### src/rtl/ex_stage.sv
`default_nettype none
// ============================================================================
// Module   : ex_stage
// Purpose  : Execute stage - ALU, branch resolution, iterative MUL/DIVU/REMU,
//            and the EX-to-MEM pipeline register.
// Revision : 1.0 - initial release
// ============================================================================
module ex_stage #(
    parameter int XLEN = 32
) (
    input  logic            clk,
    input  logic            rst_n,
    input  logic [XLEN-1:0] EX_a,
    input  logic [XLEN-1:0] EX_b,
    input  logic [XLEN-1:0] EX_a2,
    input  logic [XLEN-1:0] EX_b2,
    input  logic [3:0]      EX_alu_op,
    input  logic            EX_brn,
    input  logic [4:0]      EX_rd,
    input  logic            EX_ld,
    input  logic            EX_str,
    input  logic            EX_we,
    input  logic            stall_M,
    output logic            EX_taken,
    output logic [XLEN-1:0] EX_target,
    output logic            stall_EX,
    output logic [XLEN-1:0] M_res,
    output logic [XLEN-1:0] M_sd,
    output logic [4:0]      M_rd,
    output logic            M_ld,
    output logic            M_str,
    output logic            M_we
);

    localparam int SHW  = $clog2(XLEN);
    localparam int CNTW = SHW + 1;
    localparam logic [CNTW-1:0] C_STEPS = CNTW'(XLEN);
    localparam logic [CNTW-1:0] C_LAST  = CNTW'(1);

    localparam logic [3:0] OP_ADD  = 4'd0;
    localparam logic [3:0] OP_SUB  = 4'd1;
    localparam logic [3:0] OP_AND  = 4'd2;
    localparam logic [3:0] OP_OR   = 4'd3;
    localparam logic [3:0] OP_XOR  = 4'd4;
    localparam logic [3:0] OP_SLL  = 4'd5;
    localparam logic [3:0] OP_SRL  = 4'd6;
    localparam logic [3:0] OP_SRA  = 4'd7;
    localparam logic [3:0] OP_SLT  = 4'd8;
    localparam logic [3:0] OP_SLTU = 4'd9;
    localparam logic [3:0] OP_MUL  = 4'd10;
    localparam logic [3:0] OP_DIVU = 4'd11;
    localparam logic [3:0] OP_REMU = 4'd12;

    typedef enum logic [1:0] {
        S_IDLE = 2'd0,
        S_BUSY = 2'd1,
        S_DONE = 2'd2
    } state_t;

    // ------------------------------------------------------------------
    // Single-cycle ALU and branch compare
    // ------------------------------------------------------------------
    logic [XLEN-1:0] w_sum;
    logic [XLEN-1:0] w_alu;
    logic [SHW-1:0]  w_shamt;
    logic            w_slt;
    logic            w_sltu;
    logic            w_cond;

    assign w_sum   = EX_a + EX_b;
    assign w_shamt = EX_b[SHW-1:0];
    assign w_slt   = $signed(EX_a) < $signed(EX_b);
    assign w_sltu  = EX_a < EX_b;

    always_comb begin
        w_alu = '0;
        case (EX_alu_op)
            OP_ADD:  w_alu = w_sum;
            OP_SUB:  w_alu = EX_a - EX_b;
            OP_AND:  w_alu = EX_a & EX_b;
            OP_OR:   w_alu = EX_a | EX_b;
            OP_XOR:  w_alu = EX_a ^ EX_b;
            OP_SLL:  w_alu = EX_a << w_shamt;
            OP_SRL:  w_alu = EX_a >> w_shamt;
            OP_SRA:  w_alu = $unsigned($signed(EX_a) >>> w_shamt);
            OP_SLT:  w_alu = {{(XLEN-1){1'b0}}, w_slt};
            OP_SLTU: w_alu = {{(XLEN-1){1'b0}}, w_sltu};
            default: w_alu = '0;
        endcase
    end

    always_comb begin
        w_cond = 1'b0;
        case (EX_alu_op)
            4'd0:    w_cond = (EX_a2 == EX_b2);
            4'd1:    w_cond = (EX_a2 != EX_b2);
            4'd2:    w_cond = ($signed(EX_a2) <  $signed(EX_b2));
            4'd3:    w_cond = ($signed(EX_a2) >= $signed(EX_b2));
            4'd4:    w_cond = (EX_a2 <  EX_b2);
            4'd5:    w_cond = (EX_a2 >= EX_b2);
            4'd6:    w_cond = 1'b1;
            default: w_cond = 1'b0;
        endcase
    end

    assign EX_target = w_sum;
    assign EX_taken  = EX_brn & w_cond & ~stall_M;

    // ------------------------------------------------------------------
    // Iterative multiply / divide unit
    // ------------------------------------------------------------------
    state_t          state_q, state_d;
    logic [XLEN-1:0] a_q, a_d;
    logic [XLEN-1:0] b_q, b_d;
    logic [XLEN:0]   acc_q, acc_d;
    logic [CNTW-1:0] cnt_q, cnt_d;
    logic            mul_q, mul_d;
    logic            rem_q, rem_d;
    logic            we_q, we_d;
    logic [4:0]      rd_q, rd_d;

    logic            w_is_mdu;
    logic            w_start;
    logic [XLEN:0]   w_rem_sh;
    logic            w_fits;
    logic [XLEN-1:0] w_mdu_res;

    assign w_is_mdu = ~EX_brn & ((EX_alu_op == OP_MUL) | (EX_alu_op == OP_DIVU) |
                                 (EX_alu_op == OP_REMU));
    assign w_start  = (state_q == S_IDLE) & w_is_mdu & ~stall_M;
    assign stall_EX = stall_M | w_start | (state_q == S_BUSY);

    // Restoring divide: a_q shifts the dividend out and the quotient in.
    assign w_rem_sh  = {acc_q[XLEN-1:0], a_q[XLEN-1]};
    assign w_fits    = (w_rem_sh >= {1'b0, b_q});
    assign w_mdu_res = (mul_q | rem_q) ? acc_q[XLEN-1:0] : a_q;

    always_comb begin
        state_d = state_q;
        a_d     = a_q;
        b_d     = b_q;
        acc_d   = acc_q;
        cnt_d   = cnt_q;
        mul_d   = mul_q;
        rem_d   = rem_q;
        we_d    = we_q;
        rd_d    = rd_q;
        case (state_q)
            S_IDLE: begin
                if (w_start) begin
                    a_d     = EX_a;
                    b_d     = EX_b;
                    acc_d   = '0;
                    cnt_d   = C_STEPS;
                    mul_d   = (EX_alu_op == OP_MUL);
                    rem_d   = (EX_alu_op == OP_REMU);
                    we_d    = EX_we;
                    rd_d    = EX_rd;
                    state_d = S_BUSY;
                end
            end
            S_BUSY: begin
                if (!stall_M) begin
                    if (mul_q) begin
                        acc_d = acc_q + (b_q[0] ? {1'b0, a_q} : '0);
                        a_d   = a_q << 1;
                        b_d   = b_q >> 1;
                    end else begin
                        acc_d = w_fits ? (w_rem_sh - {1'b0, b_q}) : w_rem_sh;
                        a_d   = {a_q[XLEN-2:0], w_fits};
                    end
                    cnt_d = cnt_q - C_LAST;
                    if (cnt_q == C_LAST) begin
                        state_d = S_DONE;
                    end
                end
            end
            S_DONE: begin
                if (!stall_M) begin
                    state_d = S_IDLE;
                end
            end
            default: state_d = S_IDLE;
        endcase
    end

    always_ff @(posedge clk) begin
        if (!rst_n) begin
            state_q <= S_IDLE;
            a_q     <= '0;
            b_q     <= '0;
            acc_q   <= '0;
            cnt_q   <= '0;
            mul_q   <= 1'b0;
            rem_q   <= 1'b0;
            we_q    <= 1'b0;
            rd_q    <= '0;
        end else begin
            state_q <= state_d;
            a_q     <= a_d;
            b_q     <= b_d;
            acc_q   <= acc_d;
            cnt_q   <= cnt_d;
            mul_q   <= mul_d;
            rem_q   <= rem_d;
            we_q    <= we_d;
            rd_q    <= rd_d;
        end
    end

    // ------------------------------------------------------------------
    // EX-to-MEM register
    // ------------------------------------------------------------------
    logic [XLEN-1:0] m_res_q;
    logic [XLEN-1:0] m_sd_q;
    logic [4:0]      m_rd_q;
    logic            m_ld_q;
    logic            m_str_q;
    logic            m_we_q;

    always_ff @(posedge clk) begin
        if (!rst_n) begin
            m_res_q <= '0;
            m_sd_q  <= '0;
            m_rd_q  <= '0;
            m_ld_q  <= 1'b0;
            m_str_q <= 1'b0;
            m_we_q  <= 1'b0;
        end else if (!stall_M) begin
            if (state_q == S_DONE) begin
                m_res_q <= w_mdu_res;
                m_sd_q  <= '0;
                m_rd_q  <= rd_q;
                m_ld_q  <= 1'b0;
                m_str_q <= 1'b0;
                m_we_q  <= we_q;
            end else if (stall_EX) begin
                // Multi-cycle op in flight: push a bubble downstream.
                m_res_q <= '0;
                m_sd_q  <= '0;
                m_rd_q  <= '0;
                m_ld_q  <= 1'b0;
                m_str_q <= 1'b0;
                m_we_q  <= 1'b0;
            end else begin
                m_res_q <= (EX_brn | EX_ld | EX_str) ? w_sum : w_alu;
                m_sd_q  <= EX_b2;
                m_rd_q  <= EX_rd;
                m_ld_q  <= EX_ld;
                m_str_q <= EX_str;
                m_we_q  <= EX_we;
            end
        end
    end

    assign M_res = m_res_q;
    assign M_sd  = m_sd_q;
    assign M_rd  = m_rd_q;
    assign M_ld  = m_ld_q;
    assign M_str = m_str_q;
    assign M_we  = m_we_q;

endmodule
`default_nettype wire

### config.mk
export PLATFORM = sky130hd
export DESIGN_NAME = ex_stage
export DESIGN_NICKNAME = d
export VERILOG_FILES = /design/src/rtl/ex_stage.sv
export SDC_FILE = /design/constraint.sdc
export NUM_CORES = 1
export LEC_CHECK = 0
export CAP_MARGIN = 5
export CORE_UTILIZATION = 53
export CTS_CLUSTER_DIAMETER = 100
export DETAILED_ROUTE_END_ITERATION = 10
export PLACE_DENSITY = 0.81
export SLEW_MARGIN = 0
export SYNTH_ARGS = -nofsm -noshare
export SYNTH_HDL_FRONTEND = slang
export SYNTH_SLANG_ARGS = --single-unit
export TNS_END_PERCENT = 100
### constraint.sdc
create_clock -name clk -period 4.2 [get_ports clk]
set_input_delay 0.63 -clock clk [delete_from_list [all_inputs] [get_ports clk]]
set_output_delay 0.63 -clock clk [all_outputs]
set_load 0.02 [all_outputs]
======== Word-level counts from Yosys, hierarchy flattened ========
Index checks and enable logic that the tools add are counted.
word-level totals
  register bits after elaboration ......... 185
  bits of input ports ..................... 144
  output and inout bits ................... 106
  word-level logic and storage cells ...... 114
operators by class
  $add $sub $neg .......................... 5
  magnitude comparators ................... 7
  eq/ne operators ......................... 22
  shift-type cells ........................ 3
  muxes and demuxes ....................... 38
  bitwise gates (word level) .............. 17
  reduce and logical (&&, ||, !) cells .... 7
operators with widths
  operator            count
  $mux 32             12
  $pmux 32 s10        1
  $mux 33             4
  $lt 32x32->1        4
  $pmux 32 s2         2
  $pmux 33 s2         1
  $ge 32x32->1        2
  $add 33x32->33      1
  $ge 33x32->1        1
  $sub 33x32->33      1
  $add 32x32->32      1
  $and 32x32->32      1
  $eq 32x32->1        1
  $ne 32x32->1        1
  $or 32x32->32       1
  $shl 32x5->32       1
  $shr 32x5->32       1
  $sshr 32x5->32      1
  $sub 32x32->32      1
  $xor 32x32->32      1
  $eq 4x4->1 const B  5
  $eq 4x3->1 const B  4
  $mux 6              2
  $pmux 6 s2          1
  22 further kinds    48

======== Logic depth before layout (Yosys ltp) ========
Gate-level depths: netlist of run 1.
  depth after elaboration ................. 10
  depth in mapped cells ................... 17
  gate-level depth less buffers ........... 14

======== Least setup slack after synthesis of run 1 ========
No wires, ideal clock.
  path type ............................... input to output
  start ................................... input port EX_b[2]
  end ..................................... output port EX_target[30]
  data arrival time ....................... 4.156 ns
  data required time ...................... 3.570 ns
  slack ................................... -0.586 ns
  stages on the path ...................... 16
  path buffers ............................ 5
  cells stage by stage .................... clkbuf_1 > inv_1 > buf_1 > buf_2 > buf_1 > ha_1 > buf_6 > nor2b_4 > o31ai_4 > a221oi_2 > o2111ai_2 > a21oi_2 > a211oi_2 > a21oi_2 > a221o_1 > xnor2_1
on the way
  longest elaborated chain between the ends .. 1
RTL lines
  what             RTL line  source
  start, declared  14        input logic [XLEN-1:0] EX_b,
  $add 32x32->32   70        assign w_sum = EX_a + EX_b;
  end, declared    25        output logic [XLEN-1:0] EX_target,
Every way passes these cells.

======== Final worst setup path of run 1 ========
  start ................................... input port EX_a[14]
  end ..................................... output port EX_target[25]
on the way
  longest elaborated chain between the ends .. 1
RTL lines
  what             RTL line  source
  start, declared  13        input logic [XLEN-1:0] EX_a,
  $add 32x32->32   70
Every way passes these cells.

==> results.toml, run 1 <==
[logic_synthesis]
synthXorXnorAreaFrac_pct = 4.296
yosysUniqueCellTypes = 94
yosysWarnings = 0
async_flop_share_pct = 0
synth_nets = 3179
synthMuxAreaShare_pct = 10.62
synth_edf_count = 0
avgSynthCellArea_um2 = 7.405
synth-seq-cells = 184
synth_fa_ha_area_share_pct = 12.00
ys_top_cells_by_area = "dfxtp_1 (18%), ha_1 (12%), a21oi_1 (6.3%), nor2_1 (5.8%), mux4_2 (5.4%)"
synth_area_um2 = 21000
synth-compound-area-share_pct = 30.07
synth_top_area_share_pct = 17.54
ys.flop_type = "dfxtp_1"
seq_area_frac_synth_pct = 17.54
synthCells = 2836
synth_top_family_by_area = "compound AO/OA/AOI/OAI gates"
yosys.area_share.simple_pct = 18.36
synth_area_leader_cell = "dfxtp_1"

[die]
initial_core_util_pct = 54.09
die_h_um = 201.1
boundaryPins = 250
dieArea_um2 = 40420
core-area_um2 = 38830
die_x_um = 201.1
fp-row-count = 72

[critical_path]
crit_path_start_kind = "primary input"
endpoint_kind = "output port"
crit_required_ps = 3570
critical_path_arrival_ps = 3500
ff2ff_path_depth = 12
crit_fanout = 10
path_class = "in2out"

[layout]
nets = 3637
final_common_cell = "buf_4"
synthToLayoutAreaGrowth_pct = 30.80
fin_cells = 3827
drive_gt1_share_pct = 18.29
final_cell_mix = "buf_4 (380), nor2_1 (323), a21oi_1 (254)"

[outcome]
outcome = "finished, final reports clean"

[sta]
max_freq_mhz = 242.2
hold_violations = 0
timing.final.crit_share_pct = 98.30
maxSlewHeadroom_pct = 18.75
fin_crit_ps = 4129
clock_skew_ps = 15.48
worst_slew_pin_slew_ps = 1215
setup_viol_count_final = 0
slew_viol_final = 0

[clocking]
htree_num_levels = 4
path_clk_slew_ps = 80
cts_buffer_depth = 2
cts_made_buffers = 17
insertion_delay_ps = 490
cts_sinks = 184
clock-root-buffer = "clkbuf_16"
cts_tree = "done"
hold_buffers = 0

[grt]
grt_max_degree = 119
globalRouteOverflowTotal = 0
grt.total_usage_pct = 49.13
antenna_found_initial = 3
grt_pass1_wl_um = 151100
grt_pass1_vias = 24530

[routing]
wl_met3_um = 12930
route.met2.wl_um = 42740
highest_layer = "met5"
vias = 25980
ant_nets = 0
totalWireLength_um = 102100
wl_met1_um = 37170
drc = 0
vias_per_cell = 6.789
dr.pass1.iters = 8
wl_per_cell_um = 26.68
drt_iter0_markers = 3443

[placed_design]
dp_hpwl_um = 79320
gp_congestion = 1.081
io_buffers = 249
dp_cells = 3786

[power]
total_power_mw = 7.110
ir_drop_v = 0.0003983
power_leakage_nw = 11.90
power_density_nw_per_um2 = 258.9

[hold_path]
hold_path_class = "reg2reg"
min_path_cells = 2

[run]
drv_cap = 0
==> sequential cells by signal, summed over array words and instances, names as in the netlist, 2 cells and up <==
name     count
a_q         32
M_rd         5
state_q      2
cnt_q        6
acc_q       32
b_q         32
rd_q         5
M_res       32
M_sd        32
==> power by group <==
group          switching [mW]  internal [mW]
sequential             0.0717           1.82
combinational            1.98           1.43
clock                   0.936          0.871
total                    2.98           4.13
==> timing repair <==
action | 4_1_cts | 5_1_grt
gates cloned | 0 | 0
endpoints found under the setup margin | 24 | 19
resized for setup | 83 | 87
endpoints found under the hold margin | 0 | 0
buffers inserted | 3 | 4
pin swaps | 8 | 16
==> through the flow <==
step	setup slack [ps]	hold slack, ps	TNS (ps)	util (%)	cell area, µm²
final	71.49	478.7	0	70.75	27470
after floorplan	14.92	431.9	0	-	21040
after global placement	-813.9	439.1	-11200	67.80	26320
after global routing	-5.817	500.1	-5.817	70.73	27460
after detailed placement	-862.1	461.6	-12750	67.80	26320
after CTS	-113.3	479.1	-242.4	69.79	27100
==> worst paths after layout <==
| path | slack, ps | start | end |
|---|---|---|---|
| worst max-delay path | 70 | EX_a[14] | EX_target[25] |
| worst min-delay path | 480 | rd_q[1] | rd_q[1] |
| worst max register to register | 190 | b_q[0] | acc_q[31] |
| worst min register to register | 480 | rd_q[1] | rd_q[1] |
==> Yosys cell counts (9+ instances only) <==
library cell  instances
a211oi_1            114
a21o_1               45
a21oi_1             263
a221oi_1             32
a22o_1               14
a22oi_1              46
a31oi_1              21
a32o_1               10
and2_1               41
and3_1                9
buf_1                25
buf_2                23
clkbuf_1            141
dfxtp_1             184
ha_1                195
inv_1               185
mux2_2               11
mux2i_1              98
mux4_2               50
nand2_1             237
nand2b_1             25
nand3_1              47
nand4_1              19
nor2_1              326
nor2b_1              13
nor3_1               55
nor4_1               22
o2111ai_1             9
o211ai_1             33
o21a_1               14
o21ai_0             177
o21ai_1              18
o21bai_1             25
o221ai_1             24
o22ai_1              14
o31ai_1               9
or2_2                 9
or3_1                16
xnor2_1              67
xor2_1               36
==> area by class of cell <==
class | count | area [µm²]
multi-input combinational | 2269 | 16320
fill | 3190 | 11360
timing repair buffer | 634 | 5482
sequential | 184 | 3684
inverter | 188 | 708.2
tap | 518 | 648.1
clock buffer | 18 | 429.2
clock inverter | 14 | 197.7
antenna | 2 | 5.005
==> per-layer routing <==
metal	GRT usage, %	vias to the layer above
li1	-	11300
met1	60.27	12120
met2	73.59	2046
met3	12.97	511
met4	37.13	4
met5	0	-
==> cell families after synthesis <==
group                      count (synthesis)
adders and majority gates                199
and+or+nand+nor                          849
xor gates and xnor gates                 103
buffers and inverters                    383
muxes                                    159
DFF                                      184
AOI/OAI and AO/OA                        959
==> critical path, stage by stage <==
cell,delay (ps)
clkdlybuf4s50_1,560
buf_4,220
inv_1,60
ha_1,340
a21oi_2,240
o21bai_1,90
a31o_2,230
a21oi_1,140
buf_4,150
o221ai_1,170
a21oi_1,230
xnor2_1,200
buf_2,230
No activity file was read; power rests on OpenSTA's default activity.
==> inputs of run 2 (changes only) <==
CTS_CLUSTER_DIAMETER = not set   (was 100)
SKIP_CTS_REPAIR_TIMING = 1   (was not set)
==> run 2 against run 1 <==
  * The flow now finishes with violations (setup timing)
  * Clock skew down 1.5 ps
  * Clock power about the same
  * Critical path depth up 1
  * Via count down 0.20%
  * First-iteration DRC count up 4.5%
  * Critical endpoint is now EX_target[30]
  * Largest cell class unchanged
  * Largest power group unchanged
==> results.toml, run 2 (synthesis results as in run 1) <==
[outcome]
outcome = "complete, but fails checks"
violations = "setup timing"

[clocking]
clock-root-buffer = "clkbuf_16"
cts_sinks = 184
path_clk_slew_ps = 80
insertion_delay_ps = 490
htree_num_levels = 4
cts_buffer_depth = 2
cts_tree = "done"
cts_made_buffers = 17

[sta]
maxSlewHeadroom_pct = 16.07
fin_crit_ps = 4292
fin_hold_ws_ps = 477.6
hold_violations = 0
setup_viol_count_final = 4
rsz0062_at_grt = "yes"
max_freq_mhz = 233.0
slew_viol_final = 0
clock_skew_ps = 13.96
timing.final.crit_share_pct = 102.2
worst_slack_ps = -92.10
worst_slew_pin_slew_ps = 1255

[layout]
fin_cells = 3828
final_cell_mix = "buf_4 (384), nor2_1 (324), a21oi_1 (257)"
fillers = 3188
multi_input_area_um2 = 16280
layout.area.seq_um2 = 3684
synthToLayoutAreaGrowth_pct = 30.84
final_common_cell = "buf_4"
drive_gt1_share_pct = 17.89
nets = 3639

[routing]
drt_iter0_markers = 3599
vias = 25930
vias_per_cell = 6.774
dr.pass1.iters = 7
ant_nets = 0
drc = 0
totalWireLength_um = 101900
wl_per_cell_um = 26.61

[grt]
antenna_found_initial = 3
grt_pass1_wl_um = 150600
grt.total_usage_pct = 48.95
globalRouteOverflowTotal = 0
grt_pass1_vias = 24500
grt_max_degree = 119

[die]
dieArea_um2 = 40420
initial_core_util_pct = 54.09
die_x_um = 201.1
boundaryPins = 250
die_h_um = 201.1
core-area_um2 = 38830
fp-row-count = 72

[power]
total_power_mw = 7.123
power_density_nw_per_um2 = 259.2
power_leakage_nw = 11.96
ir_drop_v = 0.0003948

[hold_path]
hold_path_class = "reg2reg"
min_path_cells = 2
min-delay-start = "rd_q[1]"
hold_end = "rd_q[1]"

[critical_path]
crit_path_cell_trace = "clkdlybuf4s50_1 > buf_4 > ha_1 > a21oi_2 > o21ai_2 > a31o_1 > o2111ai_4 > a21oi_2 > buf_4 > a211oi_4 > a21oi_2 > a221o_1 > xnor2_2 > buf_4"
reg2reg_from = "b_q[0]"
crit_fanout = 3
critical_path_arrival_ps = 3660
slowest_delay_ps = 440
crit_family = "compound AO/OA/AOI/OAI gates"
endpoint_kind = "output port"
ff2ff_path_depth = 12
slowest_stage = "clkdlybuf4s50_1"
crit_path_start_kind = "primary input"
path_class = "in2out"
crit_required_ps = 3570
path_buf_inv = 4
reg2reg_to = "acc_q[31]"
ff2ff_setup_slack_ps = 60

[placed_design]
place_ws_ps = -862.1
dp_hpwl_um = 79320
io_buffers = 249
gp_congestion = 1.081
dp_cells = 3786

[run]
drv_cap = 0
run 2: cell count changes in the layout (fill, tap and decap cells not counted), moves of 2 or more:
cell,delta
clkdlybuf4s15_2,-3
a21oi_2,-2
clkdlybuf4s15_1,-2
clkdlybuf4s50_1,+9
dlymetal6s2s_1,+8
a211oi_2,-2
dlygate4sd2_1,-12
a21oi_1,+3
buf_4,+4
run 2: metal layers:
layer | track usage, % | up-vias | wire length, µm
li1 | - | 11320 | -
met1 | 60.41 | 12190 | 37450
met2 | 73.16 | 1950 | 42900
met3 | 12.47 | 465 | 12550
met4 | 37.16 | 4 | 8935
met5 | 0 | - | 26
run 2: per-stage QoR:
stage	area (µm²)	TNS (ps)	utilization, %
final	27480	-123.0	70.77
after global routing	27470	-341.1	70.76
after CTS	26950	-10570	69.41
after detailed placement	26320	-12750	67.80
after global placement	26320	-11200	67.80
after floorplan	21040	0	-
run 2: cell type report:
class | instances | share of cell area, %
tap | 518 | 2.359
multi-input combinational | 2269 | 59.25
clock buffer | 18 | 1.562
timing repair buffer | 636 | 20.11
clock inverter | 14 | 0.7195
sequential | 184 | 13.41
inverter | 188 | 2.577
antenna | 1 | 0.009107
run 2: report_power, final:
group          internal, mW  total (mW)  switching, mW
logic                  1.45        3.42           1.97
clock network         0.871        1.81          0.937
registers              1.82        1.89         0.0723
total                  4.14        7.12           2.98
run 2: tightest hold or removal path, delay by kind of cell (launching register included):
family | cells | cell delay, ps
AOI/OAI and AO/OA | 1 | 50
DFF | 1 | 320
and+or+nand+nor | 1 | 60
run 2: worst max-delay path by stage:
stage                        start       endpoint  slack (ps)  depth (start not counted)
after floorplan            EX_b[2]  EX_target[30]          10                         16
after global placement     EX_a[0]  EX_target[30]        -810                         14
after detailed placement   EX_a[0]  EX_target[30]        -860                         14
after CTS                  EX_a[0]  EX_target[30]        -900                         14
after global routing      EX_a[10]  EX_target[30]        -150                         14
final                     EX_a[10]  EX_target[30]         -90                         14
